--- src/rtl/dmm_pkg.sv ---
// Shared definitions for the data-memory master.
//   - access size encodings (SZ_B/H/W/D, matching req_size)
//   - FSM state enum
//   - default byte-address width of the attached memory
package dmm_pkg;

  localparam int DMM_ADDR_BITS = 10;

  localparam logic [1:0] SZ_B = 2'd0;
  localparam logic [1:0] SZ_H = 2'd1;
  localparam logic [1:0] SZ_W = 2'd2;
  localparam logic [1:0] SZ_D = 2'd3;

  typedef enum logic [2:0] {
    IDLE   = 3'd0,
    LOAD   = 3'd1,
    RMW_RD = 3'd2,
    WRITE  = 3'd3,
    RESP   = 3'd4
  } state_e;

endpackage

--- src/rtl/dmm_lane.sv ---
// Combinational byte-lane datapath for the data-memory master.
// The memory word is big-endian: the addressed byte sits in rdata[63:56].
//   size_i  : access size (SZ_B..SZ_D)
//   uns_i   : zero-extend loads instead of sign-extending them
//   rdata_i : 8 bytes read from memory at the access address
//   wdata_i : store data, right-aligned
//   ld_o    : extracted and extended load result
//   st_o    : 8-byte write-back word; the bytes past the access are the
//             ones just read, so a write-back leaves them unchanged
module dmm_lane
  import dmm_pkg::*;
(
  input  logic [1:0]  size_i,
  input  logic        uns_i,
  input  logic [63:0] rdata_i,
  input  logic [63:0] wdata_i,
  output logic [63:0] ld_o,
  output logic [63:0] st_o
);

  always_comb begin
    ld_o = rdata_i;
    st_o = wdata_i;
    unique case (size_i)
      SZ_B: begin
        ld_o = uns_i ? {56'd0, rdata_i[63:56]} : {{56{rdata_i[63]}}, rdata_i[63:56]};
        st_o = {wdata_i[7:0], rdata_i[55:0]};
      end
      SZ_H: begin
        ld_o = uns_i ? {48'd0, rdata_i[63:48]} : {{48{rdata_i[63]}}, rdata_i[63:48]};
        st_o = {wdata_i[15:0], rdata_i[47:0]};
      end
      SZ_W: begin
        ld_o = uns_i ? {32'd0, rdata_i[63:32]} : {{32{rdata_i[63]}}, rdata_i[63:32]};
        st_o = {wdata_i[31:0], rdata_i[31:0]};
      end
      default: begin
        ld_o = rdata_i;
        st_o = wdata_i;
      end
    endcase
  end

endmodule

--- src/rtl/data_mem_master.sv ---
// Initiator side of the data-memory interface.
// Accepts B/H/W/D loads and stores from the MEM stage and drives an 8-byte,
// big-endian memory (combinational read, write on the clock edge).
// Sub-doubleword loads are extracted/extended; sub-doubleword stores are
// done as read-modify-write.
//   clk, reset        : clock, async active-low reset
//   req_*             : request handshake and fields (latched on accept)
//   resp_*            : one-cycle completion pulse with load data / fault
//   MemRead/MemWrite  : memory strobes, decoded from state only
//   address           : memory byte address (held outside access states)
//   write_data        : 8-byte write word (held outside access states)
//   read_data         : 8-byte read word from memory
module data_mem_master
  import dmm_pkg::*;
#(
  parameter int ADDR_BITS   = DMM_ADDR_BITS,
  parameter bit CHECK_ALIGN = 1'b0
) (
  input  logic        clk,
  input  logic        reset,
  input  logic        req_valid,
  output logic        req_ready,
  input  logic        req_write,
  input  logic [1:0]  req_size,
  input  logic        req_unsigned,
  input  logic [63:0] req_addr,
  input  logic [63:0] req_wdata,
  output logic        resp_valid,
  output logic [63:0] resp_rdata,
  output logic        resp_fault,
  output logic        MemRead,
  output logic        MemWrite,
  output logic [63:0] address,
  output logic [63:0] write_data,
  input  logic [63:0] read_data
);

  // Highest legal start address: every access touches 8 bytes, no wrap.
  localparam logic [ADDR_BITS-1:0] LAST_A = ADDR_BITS'((1 << ADDR_BITS) - 8);

  state_e      state_q, state_d;
  logic [1:0]  size_q;
  logic        uns_q;
  logic [63:0] wdata_q;
  logic [63:0] address_q, write_data_q, resp_rdata_q;
  logic        resp_fault_q;

  logic        accept, fault;
  logic [63:0] size_mask;
  logic [63:0] ld_ext, st_merge;

  assign accept    = req_valid & req_ready;
  assign size_mask = (64'd1 << req_size) - 64'd1;
  assign fault     = ((req_addr >> ADDR_BITS) != 64'd0)
                   | (req_addr[ADDR_BITS-1:0] > LAST_A)
                   | (CHECK_ALIGN && ((req_addr & size_mask) != 64'd0));

  dmm_lane u_lane (
    .size_i  (size_q),
    .uns_i   (uns_q),
    .rdata_i (read_data),
    .wdata_i (wdata_q),
    .ld_o    (ld_ext),
    .st_o    (st_merge)
  );

  // State register. Reset drops straight to IDLE, which also kills any
  // MemWrite that would have happened for an in-flight store.
  always_ff @(posedge clk or negedge reset) begin
    if (!reset) state_q <= IDLE;
    else        state_q <= state_d;
  end

  always_comb begin
    state_d = state_q;
    unique case (state_q)
      IDLE: if (accept) begin
        if (fault)               state_d = RESP;
        else if (!req_write)     state_d = LOAD;
        else if (req_size == SZ_D) state_d = WRITE;
        else                     state_d = RMW_RD;
      end
      LOAD:    state_d = RESP;
      RMW_RD:  state_d = WRITE;
      WRITE:   state_d = RESP;
      RESP:    state_d = IDLE;
      default: state_d = IDLE;
    endcase
  end

  always_comb begin
    req_ready  = (state_q == IDLE);
    MemRead    = (state_q == LOAD) || (state_q == RMW_RD);
    MemWrite   = (state_q == WRITE);
    resp_valid = (state_q == RESP);
  end

  // Datapath. address/write_data are loaded ahead of the access state so
  // they are stable for the whole strobe cycle; write_data doubles as the
  // RMW merge register.
  always_ff @(posedge clk or negedge reset) begin
    if (!reset) begin
      size_q       <= SZ_B;
      uns_q        <= 1'b0;
      wdata_q      <= '0;
      address_q    <= '0;
      write_data_q <= '0;
      resp_rdata_q <= '0;
      resp_fault_q <= 1'b0;
    end else begin
      if (accept) begin
        size_q       <= req_size;
        uns_q        <= req_unsigned;
        wdata_q      <= req_wdata;
        resp_fault_q <= fault;
        resp_rdata_q <= '0;
        if (!fault) begin
          address_q <= req_addr;
          if (req_write && req_size == SZ_D) write_data_q <= req_wdata;
        end
      end
      if (state_q == LOAD)   resp_rdata_q <= ld_ext;
      if (state_q == RMW_RD) write_data_q <= st_merge;
    end
  end

  assign address    = address_q;
  assign write_data = write_data_q;
  assign resp_rdata = resp_rdata_q;
  assign resp_fault = resp_fault_q;

endmodule

--- config.mk ---
export PLATFORM = sky130hd
export DESIGN_NAME = data_mem_master
export DESIGN_NICKNAME = d
export VERILOG_FILES = /design/src/rtl/dmm_pkg.sv /design/src/rtl/dmm_lane.sv /design/src/rtl/data_mem_master.sv
export SDC_FILE = /design/constraint.sdc
export NUM_CORES = 1
export LEC_CHECK = 0
export ABC_AREA = 0
export CAP_MARGIN = 20
export CORE_AREA = 2 2 159 161
export CTS_CLUSTER_SIZE = 30
export DETAILED_ROUTE_END_ITERATION = 8
export DIE_AREA = 0 0 161 163
export GPL_TIMING_DRIVEN = 0
export PLACE_DENSITY_LB_ADDON = 0.2
export SLEW_MARGIN = 20
export SYNTH_ARGS = -nofsm -noshare
export SYNTH_HDL_FRONTEND = slang
export SYNTH_SLANG_ARGS = --single-unit
--- constraint.sdc ---
create_clock -name clk -period 7.3 [get_ports clk]
set_clock_uncertainty 0.15 [all_clocks]
set_input_delay 1.46 -clock clk [delete_from_list [all_inputs] [get_ports clk]]
set_output_delay 1.46 -clock clk [all_outputs]
set_load 0.005 [all_outputs]
### Word level (Yosys, flattened, before mapping)

Index checks and enable logic that the tools add are counted.
Widths: inputs -> output; s select.

* output and inout port bits: 197
* logic and storage cells: 48
* input port bits: 199
* bits in registers: 263

* eq/ne operators: 9
* reduce and logical (&&, ||, !) cells: 11
* order comparisons: 1
* muxes and demuxes: 16
* bitwise gates (word level): 3

Operators by type and width (number)
* $mux 64: 9
* $pmux 64 s3: 2
* $reduce_bool 64->1: 1
* $gt 10x10->1 const B: 1
* $pmux 3 s3: 1
* $eq 3x2->1 const B: 2
* $mux 3: 2
* $reduce_bool 2->1: 3
* $eq 2x2->1 const B: 2
* $ne 2x1->1 const B: 2
* $eq 3x1->1 const B: 1
* $eq 3x3->1 const B: 1
* $logic_not 3->1: 1
* $reduce_and 3->1: 1
* $eq 2x1->1 const B: 1
* $logic_not 2->1: 1
* $mux 2: 1
* $reduce_and 2->1: 1
* $reduce_or 2->1: 1
* $and 1x1->1: 1
* $logic_and 1x1->1: 1
* $logic_or 1x1->1: 1
* $mux 1: 1
* $not 1->1: 1
* $or 1x1->1: 1

### Depth between registers and ports, before layout

Gate-level depths: netlist (run 1).

* word-level depth: 6
* mapped depth: 8
* mapped depth without buffers: 5

### By module

A second synthesis (run 1) with hierarchy kept.

* cell total of the unflattened synthesis: 1140
* area total of the unflattened synthesis: 12613.3 µm²

Modules (own cells, without submodules)
* data_mem_master: instances 1, seq. area each 6581.3 µm², cells an instance 842, area an instance 10353.7 µm²
* dmm_lane: instances 1, seq. area each 0.0 µm², cells an instance 298, area an instance 2259.7 µm²

### Least setup slack after synthesis (run 1)

No wires, ideal clock.

* kind: input -> register
* from: in req_addr[42]
* to: reg address_q[54] (netlist: address[54])
* stages: 7
* setup slack: 3.923 ns
* data required time: 7.031 ns
* path buffers: 2
* library setup time: 0.119 ns
* arrival time: 3.108 ns
* path through: nor4_1 -> nand4_1 -> nor4_1 -> nand3_1 -> clkbuf_1 -> clkbuf_1 -> and2_1

* cells in the longest elaborated chain, start to end: 4

RTL lines
* from (decl): line data_mem_master.sv:26 `input logic [63:0] req_addr,`
* $reduce_bool 64->1: line data_mem_master.sv:54 `assign fault = ((req_addr >> ADDR_BITS) != 64'd0)`
* $or 1x1->1: line data_mem_master.sv:55 `| (req_addr[ADDR_BITS-1:0] > LAST_A)`
* $not 1->1 (no line)
* $reduce_and 2->1 (no line)
* to (signal assigned): line data_mem_master.sv:118 `address_q <= req_addr;`
* to (decl): line data_mem_master.sv:45 `logic [63:0] address_q, write_data_q, resp_rdata_q;`

No other way between the ends.
A chain may end at the register's enable or synchronous reset.

### Worst setup path after layout (run 1)

* from: reg state_q[1]
* to: out MemRead

* cells in the longest elaborated chain, start to end: 2
* elaborated cells between the ends (all ways): 3
* classes of those cells: eq/ne (2); reduce/logical (1)

RTL lines
* from (decl): line data_mem_master.sv:41 `state_e state_q, state_d;`
* from (signal assigned): line data_mem_master.sv:71 `else state_q <= state_d;`
* $eq 3x1->1 / $eq 3x2->1 (equally long branches): line data_mem_master.sv:93 `MemRead = (state_q == LOAD) || (state_q == RMW_RD);`
* $logic_or 1x1->1 (*): line data_mem_master.sv:93
* to (decl): line data_mem_master.sv:31 `output logic MemRead,`

Mark *: on every way between the ends. The rest lies on a longest branch, timed or not.

==> results of run 1 <==
[cells in the final DEF (no fill, tap or decap), drive strengths merged, types with 4 or more instances in the layout]
master	n
a211oi	14
a21oi	35
a22oi	48
a31o	7
a31oi	64
and2	56
buf	24
clkbuf	120
clkdlybuf4s50	394
clkinv	10
dfrtp	263
diode	4
inv	4
mux2	27
mux2i	55
mux4	24
nand2	301
nand3	27
nand4	5
nor2	22
nor3	6
nor4	15
o21ai	131
[registers in the layout, summed over array words and instances (netlist names)]
register and count:
uns_q 1, resp_rdata 64, state_q 3, size_q 2, wdata_q 64, write_data 64
resp_fault 1, address 64
[path summary, 6_finish.rpt]
kind / start / end / slack (ps)
worst max-delay path: state_q[1]$_DFFE_PN0P_ / MemRead / 2480
worst min-delay path: resp_rdata[51]$_DFFE_PN0P_ / resp_rdata[51]$_DFFE_PN0P_ / 320
worst max register to register: state_q[0]$_DFFE_PN0P_ / write_data[38]$_DFFE_PN0P_ / 3950
worst min register to register: resp_rdata[51]$_DFFE_PN0P_ / resp_rdata[51]$_DFFE_PN0P_ / 320
max in group asynchronous: reset / write_data[53]$_DFFE_PN0P_ / 4930
min in group asynchronous: reset / resp_rdata[38]$_DFFE_PN0P_ / 730
[power groups by stage]
stage	Sequential [mW]	Clock [mW]	Combinational, mW
floorplan	1.56	0	0.242
global route	1.56	1.45	0.534
CTS	1.56	1.38	0.492
detailed placement	1.58	0	0.489
global placement	1.58	0	0.478
finish	1.56	1.38	0.501
[logic make-up after synthesis]
group	synth area share [%]
simple gates	16.01
compound gates	14.77
flops	54.25
buf+inv	3.466
mux	11.50
[per-layer routing]
layer / track usage, % / up-vias / part of all wire (%)
met5: 0 / - / 0.019
li1: - / 5165 / -
met3: 9.396 / 165 / 12
met2: 58.58 / 849 / 48
met4: 17.98 / 2 / 5.5
met1: 42.49 / 5685 / 35
[synthesized netlist by cell type (22+ instances only)]
cell      count  area, sq um
dfrtp_1     263         6581
o21ai_0     102        510.5
a22oi_1      48        360.4
mux2i_1      55        550.5
clkbuf_1     85        319.1
a31oi_1      64        400.4
nand2_1     301         1130
mux4_2       24        540.5
and2_1       56        350.3
mux2_2       27        304.0
a21oi_1      35        175.2
nand3_1      27        135.1
nor2_1       22        82.58
o21ai_1      29        145.1
[layout make-up]
cell class              count  area, sq um  share of cell area (%)
flip-flops and latches    263         6581                   37.72
diodes                      4        10.01                 0.05738
multi-input cells         849         5134                   29.43
repair buffers            397         4014                   23.01
inverters                   3        11.26                 0.06455
clock buffers              35        735.7                   4.217
clock inverters            15        137.6                  0.7889
well taps                 330        412.9                   2.367
plain buffers             106        409.1                   2.345
[worst max-delay path, cell delays in order (launching register included)]
cell	delay (ps)
dfrtp_1	390
clkbuf_1	350
or3_1	330
clkbuf_1	400
clkbuf_1	520
nand2_1	140
clkdlybuf4s50_1	510
[metrics by stage]
| stage | util [%] | total power, mW |
|---|---|---|
| 3_3_place_gp | 66.86 | 2.062 |
| 3_5_place_dp | 67.12 | 2.072 |
| 4_1_cts | 70.66 | 3.434 |
| 5_1_grt | 70.68 | 3.545 |
| 6_report | 70.70 | 3.445 |
| 2_1_floorplan | - | 1.800 |
==> impl_results.md, run 1 <==
* Resized cells post-CTS at 0
* Switching Fraction at 26.80%
* Placed instance area at 0.01656 sq mm
* Die footprint at 0.02624 sq mm
* Hold crit path type: reg2reg
* Pre-CTS WS at 2394 ps
* Worst-case clock buffer depth at 3
* Final worst path period need at 4816 ps
* Fin. Hold Viols at 0
* WHS at 319.1 ps
* Synthesized flop and latch total at 263
* Critical path required time at 5690 ps
* Clock latency on the worst-skew pair at 550 ps
* Post-CTS Setup Bufs at 0
* Wire per inst at 23.37 microns
* Seq pwr share at 45.3%
* Seq/Total Area, Yosys at 54.25%
* Die height at 163 microns
* Run status: complete, no violations
* First-pass GRT wire length at 69480 microns
* Largest net degree at the start of global routing at 99
* Crit-path max FO at 10
* Post-synth EDFFs at 0
* Worst VDD drop at 0.1550 mV
* FP Rows at 58
* PD cells at 197.5 mW/mm^2
* Worst r2r path cells at 8
* Die width at 161 microns
* DRC Markers at 0
* Final GP Congestion at 0.9495
* TritonRoute pass-1 iters at 7
* Via/cell ratio at 5.927
* Fraction of registers with async set/reset at 100.0%
* CTS tree: yes
* Final net count at 1846
* # placed instances at 1948
* Synth Warn # at 0
* Arrival time at the worst endpoint at 3210 ps
* Clock Power Share at 40.1%
* Detailed Place HPWL at 35670 microns
* Starting density of the core at 49.16%
* Netlist Area Pre-Place at 0.01213 sq mm
* TritonCTS sink count at 263
* Psw at 0.9234 mW
* Number of routed nets with antenna violations at 0
* Syn Area/Cell at 9.935 sq um
* CTS root buf: clkbuf_16
* Design area at 0.01745 sq mm
* H-tree levels at 1
* Syn Nets at 1420
* Hold-fix buffers, CTS at 0
* Period utilisation layout at 65.98%
* Number of setup violations in the final report at 0
* All-Layer GR Usage at 35.22%
* Crit. End Element: primary output
* Filler Cells Inserted at 1891
* Crit start category: flop
* Core area at 0.02467 sq mm
* Depth of the worst hold-timing path at 2
* Total Wirelength at 46780 microns
* Pins Over Slew Limit at 0
* Layout cells sized above 1 at 7.074%
* Unrepaired setup endpoints after global routing: false
* Overflow after GRT at 0
* Slew at the pin with the worst max-slew slack at 879.3 ps
* P_int at 2.522 mW
* CTS buffer count at 27
* Rel. slew slack at 41.38%
* Syn Inst Count at 1221
* Synth cell types at 33
* Buffers added on ports at 395
* Power share of the combinational group at 14.6%
* Max Freq at 207.6 MHz
* I/O pins at 396
* Leak at 8.013 nW
* Worst Slack Setup Final at 2484 ps
* Setup TNS at 0 ps
* Initial antenna violation count at 4
* Clock transition at path regs at 60 ps
* 1st-iter DRT viols at 1241
* WS Path Type: reg2out
* Vias in the first global route at 11790
* Final Instance Count excl. Fillers at 2002
* Top_reg_cell synth: dfrtp_1
* Max-cap violations at 0
* Syn-to-layout area delta at 43.82%
* Vias at 11866
(Power assumes the default switching activity.)
==> inputs of run 2 (changes only) <==
--- a/config.mk
+++ b/config.mk
@@ -7,10 +7,10 @@
 export LEC_CHECK = 0
 export ABC_AREA = 0
 export CAP_MARGIN = 20
-export CORE_AREA = 2 2 159 161
+export CORE_AREA = 2 2 164 166
 export CTS_CLUSTER_SIZE = 30
 export DETAILED_ROUTE_END_ITERATION = 8
-export DIE_AREA = 0 0 161 163
+export DIE_AREA = 0 0 166 168
 export GPL_TIMING_DRIVEN = 0
 export PLACE_DENSITY_LB_ADDON = 0.2
 export SLEW_MARGIN = 20
==> constraint.sdc (replaced) <==
create_clock -name clk -period 4.6 [get_ports clk]
set_clock_uncertainty 0.15 [all_clocks]
set_input_delay 0.92 -clock clk [delete_from_list [all_inputs] [get_ports clk]]
set_output_delay 0.92 -clock clk [all_outputs]
set_load 0.005 [all_outputs]
==> impl_results.md, run 2 (same netlist as run 1, synthesis figures left out) <==
* WS Path Type: reg2out (unchanged)
* Layout cells sized above 1 at 7.010% (was 7.074%)
* Met1 Resource Use GR at 40.66% (was 42.49%)
* Slew at the pin with the worst max-slew slack at 855.5 ps (was 879.3 ps)
* Die width at 166 microns (was 161 microns)
* Fin. Hold Viols at 0 (unchanged)
* Final net count at 1849 (was 1846)
* Hold crit path type: in2async (was reg2reg)
* Total Wirelength at 46980 microns (was 46780 microns)
* Core area at 0.02635 sq mm (was 0.02467 sq mm)
* Rel. slew slack at 42.54% (was 41.38%)
* TritonCTS sink count at 263 (unchanged)
* Final worst path period need at 4373 ps
* Overflow after GRT at 0 (unchanged)
* CTS buffer count at 29 (was 27)
* Met3 GRT Util at 7.992% (was 9.396%)
* Syn-to-layout area delta at 44.90% (was 43.82%)
* PD cells at 321.7 mW/mm^2 (was 197.5 mW/mm^2)
* All-Layer GR Usage at 32.98% (was 35.22%)
* DRC Markers at 0 (unchanged)
* Most common cell after layout, fill and taps aside: clkdlybuf4s50_1 (unchanged)
* Via/cell ratio at 5.845 (was 5.927)
* Hold-fix buffers, CTS at 0 (unchanged)
* First-pass GRT wire length at 70320 microns (was 69480 microns)
* Number of routed nets with antenna violations at 0 (unchanged)
* Resized cells post-CTS at 0 (unchanged)
* Max-cap violations at 0 (unchanged)
* Starting density of the core at 46.04% (was 49.16%)
* H-tree levels at 1 (unchanged)
* Crit-path max FO at 10 (unchanged)
* Clock transition at path regs at 60 ps (about the same)
* Unrepaired setup endpoints after global routing: false (unchanged)
* Final GP Congestion at 0.9554 (was 0.9495)
* Crit. End Element: primary output (unchanged)
* Crit start category: flop (unchanged)
* I/O pins at 396 (unchanged)
* Tot Pwr at 5.654 mW (was 3.445 mW)
* Worst-case clock buffer depth at 3 (unchanged)
* Post-CTS Setup Bufs at 0 (unchanged)
* Max Freq at 228.7 MHz
* Wire per inst at 23.33 microns (was 23.37 microns)
* TritonRoute pass-1 iters at 8 (was 7)
* Detailed Place HPWL at 36060 microns (was 35670 microns)
* Pins Over Slew Limit at 0 (unchanged)
* Critical path required time at 3530 ps (was 5690 ps)
* Met2 usage at 53.36% (was 58.58%)
* Initial antenna violation count at 3 (was 4)
* CTS root buf: clkbuf_16 (unchanged)
* FP Rows at 60 (was 58)
* Die footprint at 0.02789 sq mm (was 0.02624 sq mm)
* 1st-iter DRT viols at 1226 (was 1241)
* Area of the multi-input gates at 0.005134 sq mm (unchanged)
* Clock latency on the worst-skew pair at 550 ps (about the same)
* Period utilisation layout at 95.06%
* Busiest layer in global routing: met2 (unchanged)
* Buffers added on ports at 395 (unchanged)
* Arrival time at the worst endpoint at 3300 ps (was 3210 ps)
* Commonest non-fill, non-tap cells in the layout: 394 x clkdlybuf4s50_1, 301 x nand2_1, 263 x dfrtp_1 (unchanged)
* Run status: complete, no violations (unchanged)
* Vias in the first global route at 11749 (was 11790)
* Worst r2r path cells at 8 (unchanged)
* Leak at 8.059 nW (was 8.013 nW)
* Filler Cells Inserted at 2107 (was 1891)
* CTS tree: yes (unchanged)
* Vias at 11771 (was 11866)
* Worst VDD drop at 0.2233 mV (was 0.1550 mV)
* WHS at 117.4 ps (was 319.1 ps)
* Largest net degree at the start of global routing at 97 (was 99)
* Number of setup violations in the final report at 0 (unchanged)
* Register area at 0.006581 sq mm (unchanged)
* Die height at 168 microns (was 163 microns)
## run 2: changes by cell type in the layout (fill, tap and decap cells not counted)
cell / previous run / this run
clkinv_2: 9 / 2
inv_6: 1 / 0
clkbuf_16: 27 / 29
bufinv_16: 2 / 3
clkbuf_8: 3 / 7
buf_16: 2 / 3
clkinv_4: 1 / 0
clkbuf_1: 90 / 92
## run 2: where the power goes
group          switching (mW)  internal, mW
clock                   0.946          1.43
combinational           0.429         0.370
sequential             0.0879          2.39
total                    1.46          4.19
## run 2: path summary, 6_finish.rpt
path                                                  from                    endpoint  slack, ps
max in group asynchronous                            reset     address[55]$_DFFE_PN0P_       3080
worst max register to register      state_q[0]$_DFFE_PN0P_  write_data[45]$_DFFE_PN0P_       1130
worst min register to register  resp_rdata[42]$_DFFE_PN0P_  resp_rdata[42]$_DFFE_PN0P_        310
min in group clk                resp_rdata[42]$_DFFE_PN0P_  resp_rdata[42]$_DFFE_PN0P_        310
worst max-delay path                state_q[1]$_DFFE_PN0P_                     MemRead        230
worst min-delay path                                 reset  resp_rdata[37]$_DFFE_PN0P_        120
## run 2: layout make-up
class,instances,share of cell area [%]
buffer,106,2.328
clock buffer,43,4.826
sequential,263,37.44
timing repair buffer,398,22.99
tap,341,2.427
inverter,3,0.06407
multi-input combinational,849,29.21
antenna,4,0.05695
clock inverter,7,0.6549
## run 2: per-stage QoR
stage | instances | setup WS [ps] | TNS [ps] | instance area, sq um | utilization (%)
after floorplan | 1221 | 1763 | 0 | 12130 | -
after global placement | 1957 | -8791 | -2305360 | 16510 | 62.66
after detailed placement | 1960 | 99.71 | 0 | 16600 | 63.01
after CTS | 2010 | 331.3 | 0 | 17570 | 66.67
after global routing | 2012 | 189.1 | 0 | 17570 | 66.69
final | 2014 | 227.3 | 0 | 17580 | 66.70
## run 2: critical path: stages, from the launching register on
cell             delay [ps]
dfrtp_1                 400
clkbuf_1                380
or3_1                   360
clkbuf_1                400
clkbuf_1                530
nand2_1                 160
clkdlybuf4s50_1         530
## run 2: routing by layer
layer | vias to the layer above | wire length [microns]
met3 | 150 | 5242
met2 | 732 | 21870
met4 | 0 | 2878
li1 | 5158 | -
met5 | - | 0
met1 | 5731 | 16990
